$ cat src/rtl/gene_sweep_ctrl_if.sv
// gene_sweep_ctrl_if
//   Bus between the sweep sequencer, the gene-network state register and the
//   result consumer.
//   master : sequencer side (drives load/step/init_val and the result record,
//            reads the network state x and the consumer's result_ready)
//   slave  : network + consumer side
//   Signals
//     load, step     network control (never both high)
//     init_val [N]   init value currently being simulated
//     x        [N]   current network state, registered in the network
//     result_valid / result_ready   record handshake
//     result_init [N], result_kind [2], result_state [N], result_steps [CW]
interface gene_sweep_ctrl_if #(
  parameter int N  = 8,
  parameter int CW = 5
);
  logic          load;
  logic          step;
  logic [N-1:0]  init_val;
  logic [N-1:0]  x;
  logic          result_valid;
  logic          result_ready;
  logic [N-1:0]  result_init;
  logic [1:0]    result_kind;
  logic [N-1:0]  result_state;
  logic [CW-1:0] result_steps;

  modport master (
    output load, step, init_val,
    output result_valid, result_init, result_kind, result_state, result_steps,
    input  x, result_ready
  );

  modport slave (
    input  load, step, init_val,
    input  result_valid, result_init, result_kind, result_state, result_steps,
    output x, result_ready
  );
endinterface

$ cat src/rtl/gene_sweep_ctrl.sv
// gene_sweep_ctrl
//   Sequencer for the gene-network simulator. Sweeps every initial state
//   0..2^N-1: loads it into the network, steps the network, and classifies the
//   trajectory as fixed point, period-2 cycle or timeout. One result record per
//   init value is offered over a valid/ready handshake.
//   Ports
//     clk     clock, all state on posedge
//     rst     asynchronous active-high reset
//     start   begin a sweep (honoured in IDLE only)
//     bus     gene_sweep_ctrl_if.master (load/step/init_val/x, result record)
//     busy    high in every state except IDLE
//     done    one-cycle pulse after the last record is accepted
//   Optional feature (macro GENE_SWEEP_STATS_EN):
//     cnt_fixed, cnt_cycle, cnt_timeout [N+1] per-kind record counters,
//     cleared on rst and on start, counted on each record transfer.
//   Result kinds: 00 fixed point, 01 period-2 cycle, 10 timeout.
module gene_sweep_ctrl #(
  parameter int N         = 8,
  parameter int MAX_STEPS = 16,
  parameter int CW        = 5
) (
  input  logic                    clk,
  input  logic                    rst,
  input  logic                    start,
  gene_sweep_ctrl_if.master       bus,
  output logic                    busy,
  output logic                    done
`ifdef GENE_SWEEP_STATS_EN
  ,
  output logic [N:0]              cnt_fixed,
  output logic [N:0]              cnt_cycle,
  output logic [N:0]              cnt_timeout
`endif
);

  typedef enum logic [2:0] {
    S_IDLE,
    S_LOAD,
    S_RUN,
    S_REPORT,
    S_FIN
  } state_t;

  localparam logic [1:0] KIND_FIXED   = 2'b00;
  localparam logic [1:0] KIND_CYCLE   = 2'b01;
  localparam logic [1:0] KIND_TIMEOUT = 2'b10;

  state_t        state_q, state_d;

  logic [N-1:0]  init_q;
  logic [N-1:0]  h1_q;      // x one step ago
  logic [N-1:0]  h2_q;      // x two steps ago
  logic [CW-1:0] k_q;       // steps taken since load

  logic          valid_q;
  logic [N-1:0]  res_init_q;
  logic [1:0]    res_kind_q;
  logic [N-1:0]  res_state_q;
  logic [CW-1:0] res_steps_q;

  logic          fixed_hit;
  logic          cycle_hit;
  logic          timeout_hit;
  logic          hit;
  logic          xfer;
  logic          last_init;
  logic [1:0]    hit_kind;

  // ------------------------------------------------------------------
  // Trajectory classification (only meaningful in RUN)
  // ------------------------------------------------------------------
  // History registers are stale right after LOAD; the k guards make the
  // stale values irrelevant, so they need no clearing at load time.
  always_comb begin
    fixed_hit   = (k_q != '0) && (bus.x == h1_q);
    cycle_hit   = (k_q > CW'(1)) && (bus.x == h2_q) && (bus.x != h1_q);
    timeout_hit = (k_q == CW'(MAX_STEPS)) && !fixed_hit && !cycle_hit;
    hit         = (state_q == S_RUN) && (fixed_hit || cycle_hit || timeout_hit);

    if (fixed_hit)      hit_kind = KIND_FIXED;
    else if (cycle_hit) hit_kind = KIND_CYCLE;
    else                hit_kind = KIND_TIMEOUT;
  end

  assign xfer      = valid_q && bus.result_ready;
  assign last_init = (init_q == '1);

  // ------------------------------------------------------------------
  // FSM state register
  // ------------------------------------------------------------------
  always_ff @(posedge clk or posedge rst) begin
    if (rst) state_q <= S_IDLE;
    else     state_q <= state_d;
  end

  // ------------------------------------------------------------------
  // FSM next state and control outputs
  // ------------------------------------------------------------------
  always_comb begin
    state_d  = state_q;
    bus.load = 1'b0;
    bus.step = 1'b0;
    busy     = 1'b1;
    done     = 1'b0;

    unique case (state_q)
      S_IDLE: begin
        busy = 1'b0;
        if (start) state_d = S_LOAD;
      end
      S_LOAD: begin
        bus.load = 1'b1;
        state_d  = S_RUN;
      end
      S_RUN: begin
        // The network is frozen on the classifying cycle so x stays the
        // reported state.
        bus.step = !hit;
        if (hit) state_d = S_REPORT;
      end
      S_REPORT: begin
        if (xfer) state_d = last_init ? S_FIN : S_LOAD;
      end
      S_FIN: begin
        done    = 1'b1;
        state_d = S_IDLE;
      end
      default: state_d = S_IDLE;
    endcase
  end

  // ------------------------------------------------------------------
  // Datapath: init counter, history, step counter, result record
  // ------------------------------------------------------------------
  always_ff @(posedge clk or posedge rst) begin
    if (rst) begin
      init_q      <= '0;
      h1_q        <= '0;
      h2_q        <= '0;
      k_q         <= '0;
      valid_q     <= 1'b0;
      res_init_q  <= '0;
      res_kind_q  <= '0;
      res_state_q <= '0;
      res_steps_q <= '0;
    end else begin
      unique case (state_q)
        S_IDLE: begin
          if (start) init_q <= '0;
        end
        S_LOAD: begin
          k_q <= '0;
        end
        S_RUN: begin
          h1_q <= bus.x;
          h2_q <= h1_q;
          k_q  <= k_q + CW'(1);
          if (hit) begin
            valid_q     <= 1'b1;
            res_init_q  <= init_q;
            res_kind_q  <= hit_kind;
            res_state_q <= bus.x;
            res_steps_q <= k_q;
          end
        end
        S_REPORT: begin
          if (xfer) begin
            valid_q <= 1'b0;
            if (!last_init) init_q <= init_q + N'(1);
          end
        end
        S_FIN: begin
          init_q <= '0;
        end
        default: ;
      endcase
    end
  end

  assign bus.init_val     = init_q;
  assign bus.result_valid = valid_q;
  assign bus.result_init  = res_init_q;
  assign bus.result_kind  = res_kind_q;
  assign bus.result_state = res_state_q;
  assign bus.result_steps = res_steps_q;

`ifdef GENE_SWEEP_STATS_EN
  // ------------------------------------------------------------------
  // Per-kind record counters; hold after FIN until the next start
  // ------------------------------------------------------------------
  always_ff @(posedge clk or posedge rst) begin
    if (rst) begin
      cnt_fixed   <= '0;
      cnt_cycle   <= '0;
      cnt_timeout <= '0;
    end else if (state_q == S_IDLE && start) begin
      cnt_fixed   <= '0;
      cnt_cycle   <= '0;
      cnt_timeout <= '0;
    end else if (state_q == S_REPORT && xfer) begin
      unique case (res_kind_q)
        KIND_FIXED:   cnt_fixed   <= cnt_fixed + (N+1)'(1);
        KIND_CYCLE:   cnt_cycle   <= cnt_cycle + (N+1)'(1);
        KIND_TIMEOUT: cnt_timeout <= cnt_timeout + (N+1)'(1);
        default: ;
      endcase
    end
  end
`endif

endmodule

$ cat src/flat_wrapper.sv
// flat-port wrapper written by rule: the top's interface ports become plain ports
module gene_sweep_ctrl_flat 
#(
  parameter int N         = 8,
  parameter int MAX_STEPS = 16,
  parameter int CW        = 5
)
  (clk, rst, start, busy, done, bus_load, bus_step, bus_init_val, bus_result_valid, bus_result_init, bus_result_kind, bus_result_state, bus_result_steps, bus_x, bus_result_ready);
  gene_sweep_ctrl_if #(.N(N), .CW(CW)) bus_i ();
  input  logic clk;
  input  logic rst;
  input  logic start;
  output logic busy;
  output logic done;
  output wire logic [$bits(bus_i.load)-1:0] bus_load;
  output wire logic [$bits(bus_i.step)-1:0] bus_step;
  output wire logic [$bits(bus_i.init_val)-1:0] bus_init_val;
  output wire logic [$bits(bus_i.result_valid)-1:0] bus_result_valid;
  output wire logic [$bits(bus_i.result_init)-1:0] bus_result_init;
  output wire logic [$bits(bus_i.result_kind)-1:0] bus_result_kind;
  output wire logic [$bits(bus_i.result_state)-1:0] bus_result_state;
  output wire logic [$bits(bus_i.result_steps)-1:0] bus_result_steps;
  input wire logic [$bits(bus_i.x)-1:0] bus_x;
  input wire logic [$bits(bus_i.result_ready)-1:0] bus_result_ready;
  assign bus_load = bus_i.load;
  assign bus_step = bus_i.step;
  assign bus_init_val = bus_i.init_val;
  assign bus_result_valid = bus_i.result_valid;
  assign bus_result_init = bus_i.result_init;
  assign bus_result_kind = bus_i.result_kind;
  assign bus_result_state = bus_i.result_state;
  assign bus_result_steps = bus_i.result_steps;
  assign bus_i.x = bus_x;
  assign bus_i.result_ready = bus_result_ready;
  gene_sweep_ctrl #(.N(N), .MAX_STEPS(MAX_STEPS), .CW(CW)) u_core (.clk(clk), .rst(rst), .start(start), .bus(bus_i), .busy(busy), .done(done));
endmodule
$ cat config.mk
export PLATFORM = sky130hd
export DESIGN_NAME = gene_sweep_ctrl_flat
export DESIGN_NICKNAME = d
export VERILOG_FILES = /design/src/rtl/gene_sweep_ctrl_if.sv /design/src/rtl/gene_sweep_ctrl.sv /design/src/flat_wrapper.sv
export SDC_FILE = /design/constraint.sdc
export NUM_CORES = 1
export LEC_CHECK = 0
export BUFFER_PORTS_ARGS = -buffer_cell sky130_fd_sc_hd__buf_2
export CELL_PAD_IN_SITES_DETAIL_PLACEMENT = 2
export CELL_PAD_IN_SITES_GLOBAL_PLACEMENT = 2
export CORE_UTILIZATION = 38
export CTS_CLUSTER_DIAMETER = 50
export DETAILED_ROUTE_END_ITERATION = 6
export PLACE_DENSITY_LB_ADDON = 0.12
export SLEW_MARGIN = 20
export SYNTH_ARGS = -nofsm -noshare
export SYNTH_HDL_FRONTEND = slang
export SYNTH_SLANG_ARGS = --single-unit
$ cat constraint.sdc
create_clock -name clk -period 4.67 [get_ports clk]
set_clock_uncertainty 0.05 [all_clocks]
set_input_delay 0.7005 -clock clk [delete_from_list [all_inputs] [get_ports clk]]
set_output_delay 0.7005 -clock clk [all_outputs]
set_load 0.01 [all_outputs]
==> impl_table.tex, run 1 <==
\begin{tabular}{lr}
\hline
Metric & Value \\
\hline
\multicolumn{2}{l}{\textbf{Outcome}} \\
\quad Status & finished clean \\
\multicolumn{2}{l}{\textbf{STA}} \\
\quad Sum Neg Setup Slack & 0 ns \\
\quad Setup repair after global routing missed its margin & false \\
\quad Count of endpoints failing setup in the final report & 0 \\
\quad Final Max Slew Viols & 0 \\
\quad Peak clock frequency supported by timing & 312 MHz \\
\quad Final worst-path cycle share & 0.687 \\
\quad Slew HR & 0.370 \\
\quad Hold Violations, Final & 0 \\
\quad Tightest Pin Transition & about 0.94 ns \\
\quad Period minus WS final & 3.21 ns \\
\multicolumn{2}{l}{\textbf{Setup path}} \\
\quad Most frequent cell on the critical path & sky130\_fd\_sc\_hd\_\_buf\_2 \\
\quad Data required time of the critical path & 3.92 ns \\
\quad Worst Path Arrival & $\sim$2.5 ns \\
\quad Startpoint types & input port \\
\quad Max FO, Critical Path & 26 \\
\quad Endpoint kind of the worst setup timing path & output pin \\
\quad Largest stage delay on the critical path & 0.63 ns \\
\quad Cell type of the slowest stage on the worst timing path & sky130\_fd\_sc\_hd\_\_or2\_1 \\
\quad Startpoint-to-endpoint class of the critical path & input port to output pin \\
\quad Cell-by-cell listing of the critical path & buf\_2 > xnor2\_1 > nand4\_2 > or2\_1 > a21oi\_1 > nor2\_1 > buf\_2 \\
\multicolumn{2}{l}{\textbf{Global routing}} \\
\quad GRT Overall Usage & 0.220 \\
\quad Maximum number of pins on one net before global-route repair & 57 \\
\quad Global-route wire length before repair & 14.4 mm \\
\quad Vias in the first global route & 2670 \\
\quad Initial antenna violation count & 0 \\
\quad Grt ovf & 0 \\
\multicolumn{2}{l}{\textbf{Clock tree}} \\
\quad Number of clock sinks & 56 \\
\quad TritonCTS clock tree & yes \\
\quad CTS H-tree lvls & 2 \\
\quad Clock root cell & sky130\_fd\_sc\_hd\_\_clkbuf\_8 \\
\quad Num CTS Buffers & 5 \\
\quad Hold buffer count at CTS & 0 \\
\quad Postcts setup bufs & 0 \\
\quad Longest Clk Path Bufs & 2 \\
\quad Cts repair resizes & 0 \\
\quad Clock latency at the later pin of the worst-skew pair & 0.31 ns \\
\quad Clock transition at the registers of the reported paths & 0.10 ns \\
\multicolumn{2}{l}{\textbf{Placement}} \\
\quad Placer's final routability congestion estimate & a little over 0.7 \\
\quad Cell area after placement & approximately 3300 µm² \\
\quad HPWL after detailed placement & 6.22 mm \\
\quad Count of buffers from port buffering & 47 \\
\multicolumn{2}{l}{\textbf{Synthesis}} \\
\quad Number of enable-type register cells in the synthesized netlist & 0 \\
\quad Cells after Synth & roughly 320 \\
\quad Largest family of logic cells by synthesized area & compound AO/OA/AOI/OAI gates \\
\quad Yosys synthesis warning count & 0 \\
\quad Netlist cell types & 43 \\
\quad Leading register cell type out of synthesis & sky130\_fd\_sc\_hd\_\_dfrtp\_1 \\
\quad Area fraction in compound gates after synthesis & 0.210 \\
\quad Share of flip-flops with an asynchronous set or reset & 1.00 \\
\quad Mapped cell area & 3100 µm² \\
\quad Simple-Gate Fraction of Synth Area & 0.187 \\
\quad Proportion of synthesized area in mux cells & 0 \\
\quad Most numerous cell types in the synthesized netlist & sky130\_fd\_sc\_hd\_\_dfrtp\_1 (56), sky130\_fd\_sc\_hd\_\_nand2\_1 (52), sky130\_fd\_sc\_hd\_\_o21ai\_0 (23), sky130\_fd\_sc\_hd\_\_inv\_1 (22), sky130\_fd\_sc\_hd\_\_nor2\_1 (22) \\
\quad Proportion of synthesized chip area in sequential cells & 0.453 \\
\quad Cell with the most instances after synthesis & sky130\_fd\_sc\_hd\_\_dfrtp\_1 \\
\quad Number of register bits inferred by synthesis & between 50 and 60 \\
\quad Post-Syn Area per Cell & 9.65 µm² \\
\quad Nets in the synthesized netlist & roughly 340 \\
\quad Post-Synth XOR/XNOR Area & 0.0651 \\
\quad Share of the synthesized area in the top cell type & 0.453 \\
\quad Top cells by area, synth & sky130\_fd\_sc\_hd\_\_dfrtp\_1 (45\%), sky130\_fd\_sc\_hd\_\_nand2\_1 (6.3\%), sky130\_fd\_sc\_hd\_\_o32ai\_2 (5.3\%), sky130\_fd\_sc\_hd\_\_o211ai\_1 (4.8\%), sky130\_fd\_sc\_hd\_\_o21ai\_0 (3.7\%) \\
\quad Cell type with the largest total area after synthesis & sky130\_fd\_sc\_hd\_\_dfrtp\_1 \\
\quad Share of synthesized cell area in full adder, half adder and majority cells & 0.0162 \\
\multicolumn{2}{l}{\textbf{Layout}} \\
\quad Share of final-layout standard cells stronger than drive strength 1 & 0.213 \\
\quad Final Util & 0.439 \\
\quad Design area & $\sim$3400 µm² \\
\quad Area growth from synthesis to layout & 10.7\% \\
\quad Antenna Cells & 0 \\
\quad Fin nets & between 300 and 400 \\
\multicolumn{2}{l}{\textbf{Die}} \\
\quad DIE AREA & 8510 µm² \\
\quad Die Height & 92.3 µm \\
\quad Number of I/O pins & 48 \\
\quad Floorplan core area & roughly 7800 µm² \\
\quad Starting density of the core & 0.397 \\
\quad Die width & a little over 90 µm \\
\quad Count of standard-cell rows & 32 \\
\multicolumn{2}{l}{\textbf{Pwr}} \\
\quad Power density over the cells & about 400 nW/µm² \\
\quad Worst VDD drop & 0.167 mV \\
\quad Standby leakage power & $\sim$1.4 nW \\
\multicolumn{2}{l}{\textbf{Route}} \\
\quad Per-cell via count in the routed design & 5.56 \\
\quad Antenna viol nets, final & 0 \\
\quad Via count & 2547 \\
\quad Overall routed net length & 8.67 mm \\
\quad Drt first pass iters & 4 \\
\quad Avg WL per Cell & 18.9 µm \\
\quad Remaining routing DRC violations & 0 \\
\quad Drt first-iter violations & 80 \\
\multicolumn{2}{l}{\textbf{Worst hold path}} \\
\quad Class of the most critical hold timing path & flip-flop to flip-flop \\
\multicolumn{2}{l}{\textbf{Job}} \\
\quad Maxcap violations & 0 \\
\hline
\end{tabular}
[routing by layer]
metal	track usage	share of wire
met5	0	0
met4	0.0469	0.0089
met3	0.0332	0.025
met2	0.366	0.48
met1	0.302	0.48
[critical path: cells and delay by family]
| family | cells | cell delay [ns] |
|---|---|---|
| and+or+nand+nor | 3 | 0.92 |
| AOI/OAI and AO/OA | 1 | 0.34 |
| buffers and inverters | 2 | 0.26 |
| xor gates and xnor gates | 1 | 0.24 |
[kinds of logic (layout without fill, tap and decap cells)]
| group | count (synthesis) | in the layout |
|---|---|---|
| simple gates | 116 | 116 |
| buf+inv | 44 | 79 |
| xor+xnor | 23 | 23 |
| fa+ha+maj | 4 | 4 |
| compound gates | 78 | 78 |
| flops | 56 | 56 |
[stage by stage]
stage / power [mW] / setup WS, ns / instances / hold WS, ns
floorplan: 0.988 / 2.26 / 321 / 0.415
global placement: 1.10 / 1.46 / 451 / 0.431
detailed placement: 1.13 / 1.46 / 451 / 0.444
CTS: 1.40 / 1.43 / 458 / 0.469
global route: 1.47 / 1.33 / 458 / 0.501
finish: 1.38 / 1.46 / 458 / 0.460
[state kept, by name (all words and copies together), names as in the netlist]
| register | flops |
|---|---|
| u_core.bus.init_val | 8 |
| u_core.bus.result_init | 8 |
| u_core.bus.result_kind | 2 |
| u_core.bus.result_state | 8 |
| u_core.bus.result_steps | 5 |
| u_core.bus.result_valid | 1 |
| u_core.h1_q | 8 |
| u_core.h2_q | 8 |
| u_core.k_q | 5 |
| u_core.state_q | 3 |
[cell usage in the layout (no fill, tap or decap), types with 8 or more instances in the layout]
master                     count
sky130_fd_sc_hd__o32ai_2      10
sky130_fd_sc_hd__o21ai_0      23
sky130_fd_sc_hd__o211ai_1     20
sky130_fd_sc_hd__nand2_1      52
sky130_fd_sc_hd__inv_1        21
sky130_fd_sc_hd__nand3_1       9
sky130_fd_sc_hd__o32ai_1       8
sky130_fd_sc_hd__nor2_1       22
sky130_fd_sc_hd__xnor2_1      13
sky130_fd_sc_hd__buf_2        47
sky130_fd_sc_hd__xor2_1       10
sky130_fd_sc_hd__dfrtp_1      56
[final timing paths]
path | startpoint | endpoint | slack, ns | cells past startpoint
worst max-delay path | bus_x[1] | bus_step | 1.46 | 7
min in group asynchronous | rst | u_core.bus.init_val[5]$_DFFE_PP0P_ | 0.54 | 3
worst min register to register | u_core.h2_q[1]$_DFFE_PP0P_ | u_core.h2_q[1]$_DFFE_PP0P_ | 0.46 | 2
max in group asynchronous | rst | u_core.state_q[1]$_DFFE_PP0P_ | 3.53 | 3
worst max register to register | u_core.state_q[1]$_DFFE_PP0P_ | u_core.bus.result_init[0]$_DFFE_PP0P_ | 1.85 | 4
worst min-delay path | u_core.h2_q[1]$_DFFE_PP0P_ | u_core.h2_q[1]$_DFFE_PP0P_ | 0.46 | 2
[power by group]
group / leakage [nW] / switching, mW / internal [mW]
sequential: 0.634 / 0.127 / 0.600
combinational: 0.774 / 0.229 / 0.162
clock: 0.0410 / 0.156 / 0.103
total: 1.45 / 0.512 / 0.865
[cell type report]
cell class	count	area (µm²)
Clock buffer	6	72.6
Clock inverter	1	5.00
Fill cell	881	4380
Inverter	22	82.6
Multi-Input combinational cell	221	1480
Sequential cell	56	1400
Tap cell	102	128
Timing Repair Buffer	50	258
Note: power is estimated with default switching activity, not from simulation.
==> run 2, diff against run 1 <==
--- a/config.mk
+++ b/config.mk
@@ -8,7 +8,7 @@
 export BUFFER_PORTS_ARGS = -buffer_cell sky130_fd_sc_hd__buf_2
 export CELL_PAD_IN_SITES_DETAIL_PLACEMENT = 2
 export CELL_PAD_IN_SITES_GLOBAL_PLACEMENT = 2
-export CORE_UTILIZATION = 38
+export CORE_UTILIZATION = 35
 export CTS_CLUSTER_DIAMETER = 50
 export DETAILED_ROUTE_END_ITERATION = 6
 export PLACE_DENSITY_LB_ADDON = 0.12
==> constraint.sdc (replaced) <==
create_clock -name clk -period 3.21 [get_ports clk]
set_clock_uncertainty 0.05 [all_clocks]
set_input_delay 0.4815 -clock clk [delete_from_list [all_inputs] [get_ports clk]]
set_output_delay 0.4815 -clock clk [all_outputs]
set_load 0.01 [all_outputs]
==> impl_table.tex, run 2 (synthesis gave the netlist of run 1 again) <==
\begin{tabular}{lr}
\hline
Metric & Value \\
\hline
\multicolumn{2}{l}{\textbf{Outcome}} \\
\quad Status & finished clean \\
\multicolumn{2}{l}{\textbf{Clock tree}} \\
\quad Num CTS Buffers & 5 (unchanged) \\
\quad TritonCTS clock tree & yes \\
\quad Clock latency at the later pin of the worst-skew pair & 0.32 ns (about the same) \\
\quad Clock root cell & sky130\_fd\_sc\_hd\_\_clkbuf\_8 \\
\quad Postcts setup bufs & 0 (unchanged) \\
\quad Number of clock sinks & 56 (unchanged) \\
\quad Cts repair resizes & 0 (unchanged) \\
\quad Hold buffer count at CTS & 0 (unchanged) \\
\quad Longest Clk Path Bufs & 2 (unchanged) \\
\quad CTS H-tree lvls & 2 (unchanged) \\
\quad Clock transition at the registers of the reported paths & 0.11 ns (about the same) \\
\multicolumn{2}{l}{\textbf{Die}} \\
\quad Die Height & 96.1 µm (+4.1\%) \\
\quad DIE AREA & 9230 µm² (+8.4\%) \\
\quad Floorplan core area & 8380 µm² (+7.4\%) \\
\quad Count of standard-cell rows & 33 (+3.1\%) \\
\quad Number of I/O pins & 48 (unchanged) \\
\quad Starting density of the core & 0.369 (-0.0272) \\
\quad Die width & 96.1 µm (+4.1\%) \\
\multicolumn{2}{l}{\textbf{Setup path}} \\
\quad Startpoint types & flip-flop \\
\quad Endpoint kind of the worst setup timing path & output pin \\
\quad Cell type of the slowest stage on the worst timing path & sky130\_fd\_sc\_hd\_\_dfrtp\_1 \\
\quad R2r endpoint & u\_core.bus.result\_init[7]\$\_DFFE\_PP0P\_ \\
\quad Startpoint-to-endpoint class of the critical path & flip-flop to output pin \\
\quad Cell-by-cell listing of the critical path & inv\_1 > ha\_1 > o21ai\_0 > nand3\_1 > a21oi\_1 > nor2\_1 > buf\_2 \\
\quad Worst R2R Path Depth & 5 (+1) \\
\quad Register-to-register setup slack & 0.87 ns (-0.98 ns) \\
\quad Max FO, Critical Path & 5 (-81\%) \\
\quad Critical R2R Launch & u\_core.h1\_q[1]\$\_DFFE\_PP0P\_ \\
\quad Data required time of the critical path & 2.68 ns (-1.24 ns) \\
\quad Family of cells with the greatest summed delay on the critical path & compound AO/OA/AOI/OAI gates \\
\quad Largest stage delay on the critical path & 0.43 ns (-0.20 ns) \\
\quad Worst Path Arrival & 2.15 ns (-0.31 ns) \\
\quad Number of buffer and inverter instances along the worst setup path & 2 (unchanged) \\
\multicolumn{2}{l}{\textbf{Pwr}} \\
\quad Standby leakage power & 1.48 nW (+2.3\%) \\
\quad Power density over the cells & 608 nW/µm² (+51\%) \\
\quad Gate power share & 0.277 (-0.006) \\
\quad Net switching power & 0.772 mW (+51\%) \\
\quad Clock network fraction of design power & 0.230 (+0.042) \\
\quad Internal power & 1.35 mW (+56\%) \\
\quad Total Power & 2.12 mW (+54\%) \\
\quad Worst VDD drop & 0.204 mV (+22\%) \\
\quad Switch share & 0.364 (-0.00829) \\
\quad Relative contribution of sequential cells to total power & 0.493 (-0.036) \\
\multicolumn{2}{l}{\textbf{Route}} \\
\quad Drt first-iter violations & 71 (-11\%) \\
\quad Drt first pass iters & 4 (unchanged) \\
\quad Per-cell via count in the routed design & 5.47 (-1.7\%) \\
\quad Avg WL per Cell & 18.9 µm (-0.22\%) \\
\quad Remaining routing DRC violations & 0 (unchanged) \\
\quad Antenna viol nets, final & 0 (unchanged) \\
\quad Via count & 2548 (+0.039\%) \\
\quad Overall routed net length & 8.80 mm (+1.5\%) \\
\multicolumn{2}{l}{\textbf{Placement}} \\
\quad Worst-case setup slack after placement & 0.637 ns (-0.819 ns) \\
\quad Placer's final routability congestion estimate & 0.724 (+1.1\%) \\
\quad Count of buffers from port buffering & 47 (unchanged) \\
\quad HPWL after detailed placement & 6.23 mm (+0.11\%) \\
\quad Cell area after placement & 3380 µm² (+1.0\%) \\
\multicolumn{2}{l}{\textbf{STA}} \\
\quad Tightest Pin Transition & 0.767 ns (-0.177 ns) \\
\quad Sum Neg Setup Slack & 0 ns (unchanged) \\
\quad Peak clock frequency supported by timing & 373 MHz \\
\quad Final worst-path cycle share & 0.835 \\
\quad Count of endpoints failing setup in the final report & 0 (unchanged) \\
\quad Worst Setup Slack, final & 0.528 ns (-0.935 ns) \\
\quad Setup repair after global routing missed its margin & false \\
\quad Slew HR & 0.485 (+0.114) \\
\quad Final Max Slew Viols & 0 (unchanged) \\
\quad Period minus WS final & $\sim$2.7 ns \\
\quad Hold Violations, Final & 0 (unchanged) \\
\multicolumn{2}{l}{\textbf{Layout}} \\
\quad Most common cell after layout, fill and taps aside & sky130\_fd\_sc\_hd\_\_dfrtp\_1 \\
\quad Final Util & 0.417 (-0.0220) \\
\quad Fill cell count & 958 (+8.7\%) \\
\quad Antenna Cells & 0 (unchanged) \\
\quad Share of final-layout standard cells stronger than drive strength 1 & 0.227 (+0.0137) \\
\quad Area growth from synthesis to layout & 12.8\% \\
\quad Area of the multi-input gates & 1480 µm² (unchanged) \\
\quad Footprint of the flip-flops and latches & 1400 µm² (unchanged) \\
\quad Design area & 3490 µm² (+2.0\%) \\
\quad Commonest non-fill, non-tap cells in the layout & sky130\_fd\_sc\_hd\_\_dfrtp\_1 (56), sky130\_fd\_sc\_hd\_\_nand2\_1 (52), sky130\_fd\_sc\_hd\_\_buf\_2 (47), sky130\_fd\_sc\_hd\_\_o21ai\_0 (23), sky130\_fd\_sc\_hd\_\_nor2\_1 (22) \\
\quad Fin nets & 376 (+1.1\%) \\
\multicolumn{2}{l}{\textbf{Worst hold path}} \\
\quad Class of the most critical hold timing path & input port to async pin \\
\multicolumn{2}{l}{\textbf{Global routing}} \\
\quad Grt ovf & 0 (unchanged) \\
\quad Global-route wire length before repair & 14.1 mm (-2.0\%) \\
\quad Initial antenna violation count & 0 (unchanged) \\
\quad GRT Overall Usage & 0.205 (-0.0150) \\
\quad Vias in the first global route & 2630 (-1.5\%) \\
\quad Maximum number of pins on one net before global-route repair & 57 (unchanged) \\
\multicolumn{2}{l}{\textbf{Job}} \\
\quad Maxcap violations & 0 (unchanged) \\
\hline
\end{tabular}
run 2: final cells by class:
cell class | count | share of cell area
clock inverters | 3 | 0.0122
clock buffers | 5 | 0.0197
multi-input cells | 221 | 0.424
flip-flops and latches | 56 | 0.401
well taps | 105 | 0.0376
repair buffers | 54 | 0.0823
inverters | 22 | 0.0236
run 2: routing by layer:
layer,part of all wire,GRT usage
met2,0.47,0.325
met1,0.49,0.287
met3,0.026,0.0324
met4,0.014,0.0597
met5,0,0
run 2: worst max path at each step:
| stage | from | end | cells after the start |
|---|---|---|---|
| 2_1_floorplan | bus_x[0] | bus_step | 6 |
| 3_3_place_gp | bus_x[1] | bus_step | 7 |
| 3_5_place_dp | bus_x[1] | u_core.bus.result_state[4]$_DFFE_PP0P_ | 6 |
| 4_1_cts | u_core.k_q[1]$_DFFE_PP0P_ | bus_step | 7 |
| 5_1_grt | u_core.k_q[1]$_DFFE_PP0P_ | bus_step | 7 |
| 6_report | u_core.k_q[1]$_DFFE_PP0P_ | bus_step | 7 |
run 2: power groups by stage:
stage / registers, mW / clock network [mW] / logic (mW)
after floorplan: 1.01 / 0 / 0.424
after global placement: 1.05 / 0 / 0.560
after detailed placement: 1.06 / 0 / 0.596
after CTS: 1.05 / 0.513 / 0.600
after global routing: 1.08 / 0.536 / 0.672
final: 1.05 / 0.488 / 0.589
run 2: through the flow:
stage	hold WS [ns]	cells
after floorplan	0.415	321
after global placement	0.429	458
after detailed placement	0.437	458
after CTS	0.334	466
after global routing	0.360	466
final	0.307	466
run 2: worst reg2reg max path: stages (launching register included):
cell and delay, ns:
sky130_fd_sc_hd__dfrtp_1 0.42, sky130_fd_sc_hd__xnor2_1 0.23, sky130_fd_sc_hd__nand4_2 0.22, sky130_fd_sc_hd__or2_1 0.47, sky130_fd_sc_hd__a21oi_4 0.65, sky130_fd_sc_hd__o32ai_1 0.17
==> run 3, diff against run 2 <==
--- a/config.mk
+++ b/config.mk
@@ -5,10 +5,11 @@
 export SDC_FILE = /design/constraint.sdc
 export NUM_CORES = 1
 export LEC_CHECK = 0
+export ABC_AREA = 1
 export BUFFER_PORTS_ARGS = -buffer_cell sky130_fd_sc_hd__buf_2
 export CELL_PAD_IN_SITES_DETAIL_PLACEMENT = 2
 export CELL_PAD_IN_SITES_GLOBAL_PLACEMENT = 2
-export CORE_UTILIZATION = 35
+export CORE_UTILIZATION = 33
 export CTS_CLUSTER_DIAMETER = 50
 export DETAILED_ROUTE_END_ITERATION = 6
 export PLACE_DENSITY_LB_ADDON = 0.12
==> constraint.sdc (replaced) <==
create_clock -name clk -period 2.6 [get_ports clk]
set_clock_uncertainty 0.05 [all_clocks]
set_input_delay 0.39 -clock clk [delete_from_list [all_inputs] [get_ports clk]]
set_output_delay 0.39 -clock clk [all_outputs]
set_load 0.01 [all_outputs]
==> impl_table.tex, run 3 <==
\begin{tabular}{lr}
\hline
Metric & Value \\
\hline
\multicolumn{2}{l}{\textbf{Pwr}} \\
\quad Internal power & 1.17 mW (-13\%) \\
\quad Standby leakage power & 1.70 nW (+15\%) \\
\quad Worst VDD drop & 0.189 mV (-7.6\%) \\
\quad Gate power share & 0.036 (-0.241) \\
\quad Relative contribution of sequential cells to total power & 0.575 (+0.082) \\
\quad Switch share & 0.224 (-0.139) \\
\quad Net switching power & 0.339 mW (-56\%) \\
\quad Power density over the cells & 475 nW/µm² (-22\%) \\
\quad Clock network fraction of design power & 0.389 (+0.159) \\
\multicolumn{2}{l}{\textbf{Outcome}} \\
\quad Status & finished clean \\
\multicolumn{2}{l}{\textbf{Clock tree}} \\
\quad Hold buffer count at CTS & 0 (unchanged) \\
\quad Clock transition at the registers of the reported paths & 0.10 ns (about the same) \\
\quad Clock latency at the later pin of the worst-skew pair & 0.31 ns (about the same) \\
\quad TritonCTS clock tree & yes \\
\quad CTS H-tree lvls & 2 (unchanged) \\
\quad Clock root cell & sky130\_fd\_sc\_hd\_\_clkbuf\_8 \\
\quad Longest Clk Path Bufs & 2 (unchanged) \\
\quad Num CTS Buffers & 5 (unchanged) \\
\quad Number of clock sinks & 56 (unchanged) \\
\multicolumn{2}{l}{\textbf{Synthesis}} \\
\quad Cell with the most instances after synthesis & sky130\_fd\_sc\_hd\_\_nand2\_1 \\
\quad Number of enable-type register cells in the synthesized netlist & 0 (unchanged) \\
\quad Yosys synthesis warning count & 0 (unchanged) \\
\quad Top cells by area, synth & sky130\_fd\_sc\_hd\_\_dfrtp\_1 (51\%), sky130\_fd\_sc\_hd\_\_nand2\_1 (14\%), sky130\_fd\_sc\_hd\_\_o21ai\_1 (4.2\%), sky130\_fd\_sc\_hd\_\_inv\_1 (4.0\%), sky130\_fd\_sc\_hd\_\_nand3\_1 (2.9\%) \\
\quad Share of flip-flops with an asynchronous set or reset & 1.00 (unchanged) \\
\quad Cells after Synth & 322 (+0.31\%) \\
\quad Leading register cell type out of synthesis & sky130\_fd\_sc\_hd\_\_dfrtp\_1 \\
\quad Share of the synthesized area in the top cell type & 0.511 (+0.0584) \\
\quad Most numerous cell types in the synthesized netlist & sky130\_fd\_sc\_hd\_\_nand2\_1 (100), sky130\_fd\_sc\_hd\_\_dfrtp\_1 (56), sky130\_fd\_sc\_hd\_\_inv\_1 (29), sky130\_fd\_sc\_hd\_\_o21ai\_1 (23) \\
\quad Nets in the synthesized netlist & 338 (+0.30\%) \\
\quad Post-Syn Area per Cell & 8.52 µm² (-12\%) \\
\quad Netlist cell types & 33 (-23\%) \\
\quad Proportion of synthesized chip area in sequential cells & 0.511 (+0.0584) \\
\quad Mapped cell area & 2740 µm² (-11\%) \\
\quad Number of register bits inferred by synthesis & 56 (unchanged) \\
\quad Cell type with the largest total area after synthesis & sky130\_fd\_sc\_hd\_\_dfrtp\_1 \\
\multicolumn{2}{l}{\textbf{Die}} \\
\quad DIE AREA & 8680 µm² (-5.9\%) \\
\quad Die width & 93.2 µm (-3.0\%) \\
\quad Starting density of the core & 0.348 (-0.0217) \\
\quad Die Height & 93.2 µm (-3.0\%) \\
\quad Count of standard-cell rows & 32 (-3.0\%) \\
\quad Floorplan core area & 7890 µm² (-5.9\%) \\
\quad Number of I/O pins & 48 (unchanged) \\
\multicolumn{2}{l}{\textbf{Layout}} \\
\quad Design area & 3190 µm² (-8.8\%) \\
\quad Most common cell after layout, fill and taps aside & sky130\_fd\_sc\_hd\_\_nand2\_1 \\
\quad Commonest non-fill, non-tap cells in the layout & sky130\_fd\_sc\_hd\_\_nand2\_1 (100), sky130\_fd\_sc\_hd\_\_dfrtp\_1 (56), sky130\_fd\_sc\_hd\_\_buf\_2 (47), sky130\_fd\_sc\_hd\_\_inv\_1 (27), sky130\_fd\_sc\_hd\_\_o21ai\_1 (23) \\
\quad Fin nets & 389 (+3.5\%) \\
\quad Non-filler cells, final & 476 (+2.1\%) \\
\quad Final Util & 0.404 (-0.0129) \\
\quad Area growth from synthesis to layout & 16.2\% \\
\quad Antenna Cells & 0 (unchanged) \\
\quad Share of final-layout standard cells stronger than drive strength 1 & 0.227 (about the same) \\
\multicolumn{2}{l}{\textbf{STA}} \\
\quad Final Max Slew Viols & 0 (unchanged) \\
\quad Period minus WS final & 2.41 ns \\
\quad Tightest Pin Transition & 0.743 ns (-0.0241 ns) \\
\quad Count of endpoints failing setup in the final report & 0 (unchanged) \\
\quad Slew HR & 0.505 (+0.0200) \\
\quad Final worst-path cycle share & 0.928 \\
\quad Hold Violations, Final & 0 (unchanged) \\
\quad Peak clock frequency supported by timing & between 400 and 500 MHz \\
\quad Sum Neg Setup Slack & 0 ns (unchanged) \\
\multicolumn{2}{l}{\textbf{Route}} \\
\quad Antenna viol nets, final & 0 (unchanged) \\
\quad Avg WL per Cell & 14.9 µm (-21\%) \\
\quad Per-cell via count in the routed design & 4.86 (-11\%) \\
\quad Via count & 2312 (-9.3\%) \\
\quad Drt first pass iters & 4 (unchanged) \\
\quad Overall routed net length & 7.09 mm (-19\%) \\
\quad Drt first-iter violations & 73 (+2.8\%) \\
\quad Remaining routing DRC violations & 0 (unchanged) \\
\multicolumn{2}{l}{\textbf{Job}} \\
\quad Maxcap violations & 0 (unchanged) \\
\multicolumn{2}{l}{\textbf{Global routing}} \\
\quad Vias in the first global route & 2355 (-10\%) \\
\quad GRT met2 Usage & 0.284 (-0.0407) \\
\quad Initial antenna violation count & 0 (unchanged) \\
\quad GRT Overall Usage & 0.178 (-0.0266) \\
\quad Global-route wire length before repair & 12.0 mm (-15\%) \\
\quad Highest-utilization routing layer at the global route stage & met2 \\
\quad Met1 track demand over resource in global routing & 0.252 (-0.0354) \\
\quad Maximum number of pins on one net before global-route repair & 57 (unchanged) \\
\quad M3 GR Usage & 0.0317 (-0.000678) \\
\quad Grt ovf & 0 (unchanged) \\
\multicolumn{2}{l}{\textbf{Setup path}} \\
\quad Register-to-register setup slack & 0.56 ns (-0.31 ns) \\
\quad Worst Path Arrival & 1.97 ns (-0.18 ns) \\
\quad Startpoint types & flip-flop \\
\quad Endpoint kind of the worst setup timing path & output pin \\
\quad Cell-by-cell listing of the critical path & inv\_2 > ha\_1 > o21bai\_1 > nand2\_1 > nand3\_1 > nor2\_2 > nand2\_2 > nand4\_1 > inv\_1 > buf\_2 \\
\quad Cell type of the slowest stage on the worst timing path & sky130\_fd\_sc\_hd\_\_dfrtp\_1 \\
\quad R2r endpoint & u\_core.bus.result\_state[3]\$\_DFFE\_PP0P\_ \\
\quad Worst R2R Path Depth & 11 (+6) \\
\quad Critical R2R Launch & u\_core.k\_q[1]\$\_DFFE\_PP0P\_ \\
\quad Data required time of the critical path & 2.16 ns (-0.52 ns) \\
\quad Startpoint-to-endpoint class of the critical path & flip-flop to output pin \\
\quad Max FO, Critical Path & 5 (unchanged) \\
\quad Largest stage delay on the critical path & 0.42 ns (about the same) \\
\multicolumn{2}{l}{\textbf{Placement}} \\
\quad Cell area after placement & 3060 µm² (-9.5\%) \\
\quad Count of buffers from port buffering & 47 (unchanged) \\
\quad Placed Instances & 466 (+1.7\%) \\
\quad HPWL after detailed placement & 5.14 mm (-17\%) \\
\quad Placer's final routability congestion estimate & 0.718 (-0.77\%) \\
\multicolumn{2}{l}{\textbf{Worst hold path}} \\
\quad Class of the most critical hold timing path & input port to async pin \\
\hline
\end{tabular}
[run 3: changes by cell type after synthesis, sizes merged, moves of 5 or more]
| cell | change |
|---|---|
| nand2 | +51 |
| o211ai | -19 |
| inv | +18 |
| o32ai | -18 |
| o21ai | +17 |
| buf | -9 |
| nand3 | +7 |
| xnor2 | -7 |
| nor4 | -6 |
| clkbuf | -5 |
[run 3: worst max path at each step]
stage,startpoint,endpoint,cells after the start
5_1_grt,u_core.k_q[1]$_DFFE_PP0P_,bus_step,10
3_3_place_gp,bus_x[4],bus_step,9
3_5_place_dp,u_core.k_q[1]$_DFFE_PP0P_,bus_step,10
2_1_floorplan,rst,u_core.bus.init_val[0]$_DFFE_PP0P_,1
4_1_cts,u_core.k_q[1]$_DFFE_PP0P_,bus_step,10
6_report,u_core.k_q[1]$_DFFE_PP0P_,bus_step,10
[run 3: routing by layer]
layer / up-vias / wire length (µm)
met5: - / 0
met4: 0 / 38
met3: 2 / 183
met2: 35 / 3330
met1: 1158 / 3540
li1: 1117 / -
[run 3: what timing repair did]
action,CTS,global route
endpoints found under the hold margin,0,0
endpoints found under the setup margin,0,1
setup buffers,0,2
resized for setup,0,2
[run 3: metrics by stage]
step           setup WS [ns]  total power, mW  hold WS [ns]
2_1_floorplan          0.789            0.917         0.411
3_3_place_gp           0.487            0.943         0.403
3_5_place_dp           0.410            0.945         0.415
4_1_cts               0.0414             1.54         0.266
5_1_grt              -0.0116             1.57         0.288
6_report               0.186             1.51         0.218
[run 3: power by group through the flow]
stage,clock network [mW],logic [mW],registers [mW]
6_report,0.588,0.0543,0.870
5_1_grt,0.641,0.0628,0.871
4_1_cts,0.608,0.0576,0.870
3_5_place_dp,0,0.0573,0.887
3_3_place_gp,0,0.0560,0.887
2_1_floorplan,0,0.0298,0.888
[run 3: area by class of cell]
type	count	area, µm²
Fill cell	930	4700
Sequential cell	56	1400
Timing Repair Buffer	52	273
Inverter	41	159
Multi-Input combinational cell	217	1120
Tap cell	102	128
Clock buffer	6	72.6
Clock inverter	2	35.0
[run 3: logic make-up after synthesis]
group / count (synthesis) / share of synthesized area
xor gates and xnor gates: 13 / 0.0415
and+or+nand+nor: 149 / 0.241
buffers and inverters: 49 / 0.0821
adders and majority gates: 4 / 0.0182
DFF: 56 / 0.511
AOI/OAI and AO/OA: 51 / 0.106
[run 3: critical path: cells and delay by family (launching register included)]
family	cells	cell delay [ns]
adder cells (fa/ha/maj)	1	0.19
AO/OA/AOI/OAI	1	0.17
AND/OR/NAND/NOR	5	0.58
buffers and inverters	3	0.29
flip-flops	1	0.42
